### config.mk
export PLATFORM = sky130hd
export DESIGN_NAME = multicycle_control
export DESIGN_NICKNAME = d
export VERILOG_FILES = /design/src/rtl/cpu_defs_pkg.sv /design/src/rtl/multicycle_control.sv
export SDC_FILE = /design/constraint.sdc
export NUM_CORES = 1
export LEC_CHECK = 0
export ABC_AREA = 1
export BUFFER_PORTS_ARGS = -buffer_cell sky130_fd_sc_hd__buf_2
export CAP_MARGIN = 20
export CORE_MARGIN = 3
export CORE_UTILIZATION = 40
export DETAILED_ROUTE_END_ITERATION = 10
export PLACE_DENSITY = 0.81
export REMOVE_ABC_BUFFERS = 1
export SYNTH_ARGS = -nofsm -noshare
export SYNTH_HDL_FRONTEND = slang
export SYNTH_SLANG_ARGS = --single-unit
### constraint.sdc
create_clock -name clk_w_i -period 1.3 [get_ports clk_w_i]
set_clock_uncertainty 0.15 [all_clocks]
set_input_delay 0.065 -clock clk_w_i [delete_from_list [all_inputs] [get_ports clk_w_i]]
set_output_delay 0.065 -clock clk_w_i [all_outputs]
set_load 0.1 [all_outputs]
### src/rtl/cpu_defs_pkg.sv
// Shared definitions for the multi-cycle CPE-CPU control path.
// Holds the opcode values, the alu_op codes consumed by alu_control,
// the datapath mux select codes and the main control FSM state encoding.
package cpu_defs_pkg;

    // Opcode field values (instr[31:26])
    localparam logic [5:0] OP_RTYPE = 6'b000000;
    localparam logic [5:0] OP_LW    = 6'b100011;
    localparam logic [5:0] OP_SW    = 6'b101011;
    localparam logic [5:0] OP_BEQ   = 6'b000100;
    localparam logic [5:0] OP_J     = 6'b000010;
    localparam logic [5:0] OP_ADDI  = 6'b001000;

    // alu_op codes shared with alu_control
    localparam logic [1:0] ALU_OP_ADD   = 2'b00;
    localparam logic [1:0] ALU_OP_SUB   = 2'b01;
    localparam logic [1:0] ALU_OP_FUNCT = 2'b10;

    // ALU B input select
    localparam logic [1:0] ALUB_REG    = 2'b00;
    localparam logic [1:0] ALUB_FOUR   = 2'b01;
    localparam logic [1:0] ALUB_IMM    = 2'b10;
    localparam logic [1:0] ALUB_IMM_SH = 2'b11;

    // PC source select
    localparam logic [1:0] PCSRC_ALU    = 2'b00;
    localparam logic [1:0] PCSRC_ALUOUT = 2'b01;
    localparam logic [1:0] PCSRC_JUMP   = 2'b10;

    // Main control FSM states; encodings are visible on state_w_o
    typedef enum logic [3:0] {
        S_FETCH     = 4'd0,
        S_DECODE    = 4'd1,
        S_MEM_ADDR  = 4'd2,
        S_MEM_RD    = 4'd3,
        S_MEM_WB    = 4'd4,
        S_MEM_WR    = 4'd5,
        S_R_EXEC    = 4'd6,
        S_R_WB      = 4'd7,
        S_BRANCH    = 4'd8,
        S_JUMP      = 4'd9,
        S_ADDI_EXEC = 4'd10,
        S_ADDI_WB   = 4'd11,
        S_TRAP      = 4'd12
    } state_t;

endpackage

### src/rtl/multicycle_control.sv
// Main control FSM for the multi-cycle CPE-CPU datapath.
// Sequences fetch/decode/execute/memory/writeback from the 6-bit opcode,
// stalls on mem_ready_w_i while a memory request is outstanding and traps
// (sticky until reset) on unsupported opcodes.
//
// Ports:
//   clk_w_i, rst_w_i        clock (rising edge), synchronous active-high reset
//   opcode_w_i              instr[31:26] from the instruction register
//   mem_ready_w_i           memory completes the current access this cycle
//   pc_write*, i_or_d, mem_read/write, ir_write, mem_to_reg, reg_write,
//   reg_dst, alu_src_a/b, alu_op, pc_source   datapath controls
//   trap_w_o                illegal opcode seen
//   state_w_o               current state for debug
module multicycle_control
    import cpu_defs_pkg::*;
#(
    parameter int OPCODE_W = 6,
    parameter int STATE_W  = 4
) (
    input  logic                clk_w_i,
    input  logic                rst_w_i,
    input  logic [OPCODE_W-1:0] opcode_w_i,
    input  logic                mem_ready_w_i,
    output logic                pc_write_w_o,
    output logic                pc_write_cond_w_o,
    output logic                i_or_d_w_o,
    output logic                mem_read_w_o,
    output logic                mem_write_w_o,
    output logic                ir_write_w_o,
    output logic                mem_to_reg_w_o,
    output logic                reg_write_w_o,
    output logic                reg_dst_w_o,
    output logic                alu_src_a_w_o,
    output logic [1:0]          alu_src_b_w_o,
    output logic [1:0]          alu_op_w_o,
    output logic [1:0]          pc_source_w_o,
    output logic                trap_w_o,
    output logic [STATE_W-1:0]  state_w_o
);

    state_t state;
    state_t state_next;

    always_ff @(posedge clk_w_i) begin
        if (rst_w_i) state <= S_FETCH;
        else         state <= state_next;
    end

    always_comb begin
        state_next = state;
        case (state)
            S_FETCH:     if (mem_ready_w_i) state_next = S_DECODE;
            S_DECODE: begin
                case (opcode_w_i)
                    OP_LW, OP_SW: state_next = S_MEM_ADDR;
                    OP_RTYPE:     state_next = S_R_EXEC;
                    OP_BEQ:       state_next = S_BRANCH;
                    OP_J:         state_next = S_JUMP;
                    OP_ADDI:      state_next = S_ADDI_EXEC;
                    default:      state_next = S_TRAP;
                endcase
            end
            S_MEM_ADDR: begin
                if (opcode_w_i == OP_LW)      state_next = S_MEM_RD;
                else if (opcode_w_i == OP_SW) state_next = S_MEM_WR;
                else                          state_next = S_TRAP;
            end
            S_MEM_RD:    if (mem_ready_w_i) state_next = S_MEM_WB;
            S_MEM_WB:    state_next = S_FETCH;
            S_MEM_WR:    if (mem_ready_w_i) state_next = S_FETCH;
            S_R_EXEC:    state_next = S_R_WB;
            S_R_WB:      state_next = S_FETCH;
            S_BRANCH:    state_next = S_FETCH;
            S_JUMP:      state_next = S_FETCH;
            S_ADDI_EXEC: state_next = S_ADDI_WB;
            S_ADDI_WB:   state_next = S_FETCH;
            S_TRAP:      state_next = S_TRAP;
            // Unused encodings recover into the trap state.
            default:     state_next = S_TRAP;
        endcase
    end

    always_comb begin
        pc_write_w_o      = 1'b0;
        pc_write_cond_w_o = 1'b0;
        i_or_d_w_o        = 1'b0;
        mem_read_w_o      = 1'b0;
        mem_write_w_o     = 1'b0;
        ir_write_w_o      = 1'b0;
        mem_to_reg_w_o    = 1'b0;
        reg_write_w_o     = 1'b0;
        reg_dst_w_o       = 1'b0;
        alu_src_a_w_o     = 1'b0;
        alu_src_b_w_o     = ALUB_REG;
        alu_op_w_o        = ALU_OP_ADD;
        pc_source_w_o     = PCSRC_ALU;
        trap_w_o          = 1'b0;
        case (state)
            S_FETCH: begin
                mem_read_w_o  = 1'b1;
                alu_src_b_w_o = ALUB_FOUR;
                // IR and PC load only in the cycle the fetch completes.
                ir_write_w_o  = mem_ready_w_i;
                pc_write_w_o  = mem_ready_w_i;
            end
            S_DECODE:    alu_src_b_w_o = ALUB_IMM_SH;
            S_MEM_ADDR: begin
                alu_src_a_w_o = 1'b1;
                alu_src_b_w_o = ALUB_IMM;
            end
            S_MEM_RD: begin
                mem_read_w_o = 1'b1;
                i_or_d_w_o   = 1'b1;
            end
            S_MEM_WB: begin
                reg_write_w_o  = 1'b1;
                mem_to_reg_w_o = 1'b1;
            end
            S_MEM_WR: begin
                mem_write_w_o = 1'b1;
                i_or_d_w_o    = 1'b1;
            end
            S_R_EXEC: begin
                alu_src_a_w_o = 1'b1;
                alu_op_w_o    = ALU_OP_FUNCT;
            end
            S_R_WB: begin
                reg_write_w_o = 1'b1;
                reg_dst_w_o   = 1'b1;
            end
            S_BRANCH: begin
                alu_src_a_w_o     = 1'b1;
                alu_op_w_o        = ALU_OP_SUB;
                pc_write_cond_w_o = 1'b1;
                pc_source_w_o     = PCSRC_ALUOUT;
            end
            S_JUMP: begin
                pc_write_w_o  = 1'b1;
                pc_source_w_o = PCSRC_JUMP;
            end
            S_ADDI_EXEC: begin
                alu_src_a_w_o = 1'b1;
                alu_src_b_w_o = ALUB_IMM;
            end
            S_ADDI_WB:   reg_write_w_o = 1'b1;
            S_TRAP:      trap_w_o = 1'b1;
            default: ;
        endcase
        // Reset masks everything combinationally so no enable can fire in
        // the reset cycle, whatever state the register still holds.
        if (rst_w_i) begin
            pc_write_w_o      = 1'b0;
            pc_write_cond_w_o = 1'b0;
            i_or_d_w_o        = 1'b0;
            mem_read_w_o      = 1'b0;
            mem_write_w_o     = 1'b0;
            ir_write_w_o      = 1'b0;
            mem_to_reg_w_o    = 1'b0;
            reg_write_w_o     = 1'b0;
            reg_dst_w_o       = 1'b0;
            alu_src_a_w_o     = 1'b0;
            alu_src_b_w_o     = '0;
            alu_op_w_o        = '0;
            pc_source_w_o     = '0;
            trap_w_o          = 1'b0;
        end
    end

    assign state_w_o = rst_w_i ? '0 : STATE_W'(state);

endmodule

==> results of run 1 <==
[through the flow]
stage,std cells,hold WS [ns]
after global placement,178,0.263
after floorplan,111,0.0697
after detailed placement,178,0.296
[synth_stat cells]
cell / instances
inv_1: 14
nor2_2: 3
or2_1: 1
buf_1: 1
buf_2: 1
a31o_2: 1
nand2_1: 22
nand3_1: 10
o211ai_2: 1
nand2_2: 3
nor2_4: 1
clkinv_1: 1
buf_4: 1
dfxtp_1: 4
o21ai_0: 1
o21ai_1: 5
inv_4: 1
inv_2: 4
nor3_2: 2
a21oi_1: 6
nor4_1: 1
nor2_1: 25
nand2_4: 1
nand3_2: 2
nor3_1: 2
[cells by family after synthesis]
group	Yosys count
AO/OA/AOI/OAI	14
AND/OR/NAND/NOR	73
flip-flops	4
buffers and inverters	23
==> run summary, run 1 <==
Status = did not finish
Exit stage = clock tree synthesis (4_1_cts)
Log Error = [ERROR DPL-0038] Utilization greater than 100%, impossible to legalize
Synth Area in Compound Gates = 13.5%
Post-CTS setup buffer count = 5
Post-synthesis mux area share = 0%
Synth Area in Simple Gates = 57.8%
Die W = 44.9 µm
Post-Synthesis Cells = 114
PortBufs = 29
Syn Area/Cell = 5.30 µm²
Post-synth top area share = 15.5%
Worst-case clock buffer depth = 2
Num rows = 13
Cell area after synthesis = 604 µm²
Synth area leader = nor2_1
Post-Synth Adder-Cell Area = 0%
Clk sinks = 4
Hold bufs inserted after CTS = 0
Dpl cell area = 0.00124 mm²
CTS Root Cell = clkbuf_4
Syn. warnings = 0
Die Y = 44.9 µm
Seq/Total Area, Yosys = 13.3%
Starting Density = 44.2%
Dpl ws = -0.288 ns
IO Count = 30
Synth top area cells = nor2_1 16%, nand2_1 14%, dfxtp_1 13%
Post-DP HPWL = 2320 µm
CTS Buf Count = 3
Post-synth cell types = 25
FF+latch count, synth = 4
Post-Synth XOR/XNOR Area = 0%
H-tree Lvls = 1
Post-CTS sizing = 62
RD Place Congestion = 0.895
Largest family of logic cells by synthesized area = simple AND/OR/NAND/NOR gates
==> run 2: changes to the inputs <==
--- a/config.mk
+++ b/config.mk
@@ -8,10 +8,10 @@
 export ABC_AREA = 1
 export BUFFER_PORTS_ARGS = -buffer_cell sky130_fd_sc_hd__buf_2
 export CAP_MARGIN = 20
-export CORE_MARGIN = 3
-export CORE_UTILIZATION = 40
+export CORE_AREA = 3 3 64 66
 export DETAILED_ROUTE_END_ITERATION = 10
-export PLACE_DENSITY = 0.81
+export DIE_AREA = 0 0 67 69
+export PLACE_DENSITY_LB_ADDON = 0.15
 export REMOVE_ABC_BUFFERS = 1
 export SYNTH_ARGS = -nofsm -noshare
 export SYNTH_HDL_FRONTEND = slang
==> constraint.sdc (replaced) <==
create_clock -name clk_w_i -period 1.7 [get_ports clk_w_i]
set_clock_uncertainty 0.15 [all_clocks]
set_input_delay 0.085 -clock clk_w_i [delete_from_list [all_inputs] [get_ports clk_w_i]]
set_output_delay 0.085 -clock clk_w_i [all_outputs]
set_load 0.1 [all_outputs]
==> run 2 against run 1 <==
The run now ends clean. Synthesized cell count is the same. Synthesized area is the same.
==> run summary, run 2 <==
Largest family of logic cells by synthesized area = simple AND/OR/NAND/NOR gates
IO Count = 30
Via count = 816
Final Cell Area = 0.00123 mm²
Synth Area in Simple Gates = 57.8%
Routed WL per cell = 9.93 µm
Slew @ Worst Pin = 0.488 ns
FF+latch count, synth = 4
CTS Buf Count = 3
Hold Path Origin = opcode_w_i[3]
Core footprint = 0.00363 mm²
Drc violations = 0
Endpoint class of the critical path = output pin
Post-Synth XOR/XNOR Area = 0%
Synth top area cells = nor2_1 16%, nand2_1 14%, dfxtp_1 13%
Setup violators final = 0
PortBufs = 29
Syn Area/Cell = 5.30 µm²
Arr. time, crit path = 1.44 ns
Post-synth top area share = 15.5%
CP max-delay cell = dfxtp_4
Cell area after synthesis = 604 µm²
DRT iter0 DRCs = 29
Reg-to-reg startpoint = state[1]
FFs w/ async S/R, synth = 0%
Max_slew headroom = 67.7%
Peak supply drop = 490 µV
Starting Density = 16.6%
H-tree Lvls = 1
Clk pin slew, worst setup/hold paths = 0.03 ns
First-pass iteration count of the detailed router = 4
Top post-synthesis cells by count = 25 x nor2_1, 22 x nand2_1, 14 x inv_1
Top flop regs = state: 4 flops
Initial antenna violation count = 0
Period Utilization, post-route = 98.5%
Hold Fails Final Rpt = 0
RD Place Congestion = 0.806
Post-synth cell types = 25
CP max FO = 4
Fmax = 0.597 GHz
Post-DP HPWL = 1780 µm
CTS Root Cell = clkbuf_8
Antenna fix cells = 0
Post-synthesis mux area share = 0%
Commonest non-fill, non-tap cells in the layout = 22 x nand2_1, 21 x nor2_1, 17 x buf_12
Final net count = 163
Hold bufs inserted after CTS = 0
Period minus WS final = 1.67 ns
Number of flops mapped to enable cells by yosys = 0
Commonest non-fill, non-tap cell in the layout = nand2_1
Post-Synth Adder-Cell Area = 0%
Post-Synthesis Cells = 114
Worst Setup Path Type = register to output pin
Synth Area in Compound Gates = 13.5%
Area delta synth->final = 104%
CP delay by family, top = simple AND/OR/NAND/NOR gates
DRT Wirelength = 1990 µm
CP max stage delay = 0.35 ns
Share of cells above drive strength 1 = 48.7%
DIE AREA = 0.00462 mm²
Status = completed
Leakage = 0.592 nW
Worst setup SP type = register
Max-Cap Viols = 0
Seq/Total Area, Yosys = 13.3%
Pin count of the biggest net entering global routing = 11
Largest register by flop count = state
Syn. warnings = 0
Largest register FFs = 4
Worst-path cell chain = nor2_4 -> inv_4 -> nor3_4 -> inv_2 -> a21oi_4 -> buf_12
Worst-case clock buffer depth = 2
Setup TNS = 0 ns
First-pass GRT wire length = 3180 µm
CTS tree = yes
Vias in the first global route = 736
Max Transition Viols Final = 0
Required @ worst endpoint = 1.46 ns
Worst path bufs/invs = 3
GR Util All Layers = 8.59%
Die W = 67 µm
RSZ-0062 raised after global routing = yes
Total grt overflow = 0
Die Y = 69 µm
Power per Cell Area = 1450 mW/mm²
Num rows = 22
Via-to-Cell Ratio = 4.08
Synth area leader = nor2_1
Count leader, synth = nor2_1
Dpl cell area = 0.00112 mm²
Clk_lat worst skew = 0.21 ns
Clk sinks = 4
Antenna Violating Nets Remaining = 0
Hold crit path type = input pin to register
Setup crit start = state[3]
Top FF cell, synth = dfxtp_1
## run 2: tightest hold or removal path, delay by kind of cell
family          cells  cell delay (ns)
compound gates      1             0.09
simple gates        2             0.10
buf+inv             1             0.12
## run 2: timing repair
item,4_1_cts,5_1_grt
setup endpoints to repair,5,15
pin swaps,1,5
hold endpoints to repair,0,0
gates resized for setup,6,15
buffers inserted,0,2
## run 2: metal layers
| metal | global-route usage [%] | routed length, µm | up-vias |
|---|---|---|---|
| li1 | - | - | 432 |
| met1 | 9.72 | 848 | 356 |
| met2 | 15.3 | 959 | 26 |
| met3 | 2.61 | 164 | 2 |
| met4 | 2.03 | 13 | 0 |
| met5 | 0 | 0 | - |
## run 2: where the power goes
part | internal [mW] | switching (mW)
clock network | 0.150 | 0.0434
logic | 0.466 | 0.954
registers | 0.130 | 0.0418
## run 2: area by class of cell
type | count | area, µm²
clock buffer | 3 | 41.3
fill | 414 | 2400
inverter | 20 | 80.1
multi-input combinational | 87 | 475
sequential | 4 | 87.6
tap | 48 | 60.1
timing repair buffer | 38 | 488
## run 2: per-stage QoR
stage	util (%)	cells	hold slack [ns]	worst slack (ns)	power (mW)
floorplan	-	111	0.0897	-1.97	1.06
global placement	30.7	195	0.299	0.157	1.50
detailed placement	30.7	195	0.318	0.153	1.49
CTS	32.3	198	0.0918	-0.0377	1.71
global route	33.9	200	0.129	-0.0382	1.89
finish	33.9	200	0.0782	0.0263	1.79
## run 2: worst paths after layout
| check | cells after the start | to | slack, ns |
|---|---|---|---|
| setup / recovery | 6 | alu_src_b_w_o[1] | 0.03 |
| hold / removal | 4 | state[1] | 0.08 |
| hold reg to reg | 4 | state[3] | 0.50 |
| setup reg to reg | 8 | state[2] | 0.28 |
## run 2: cell families (layout without fill, tap and decap cells)
logic type,after synthesis,after routing
AOI/OAI and AO/OA,14,14
buffers and inverters,23,61
DFF,4,4
and+or+nand+nor,73,73
Note: power is estimated with default switching activity, not from simulation.
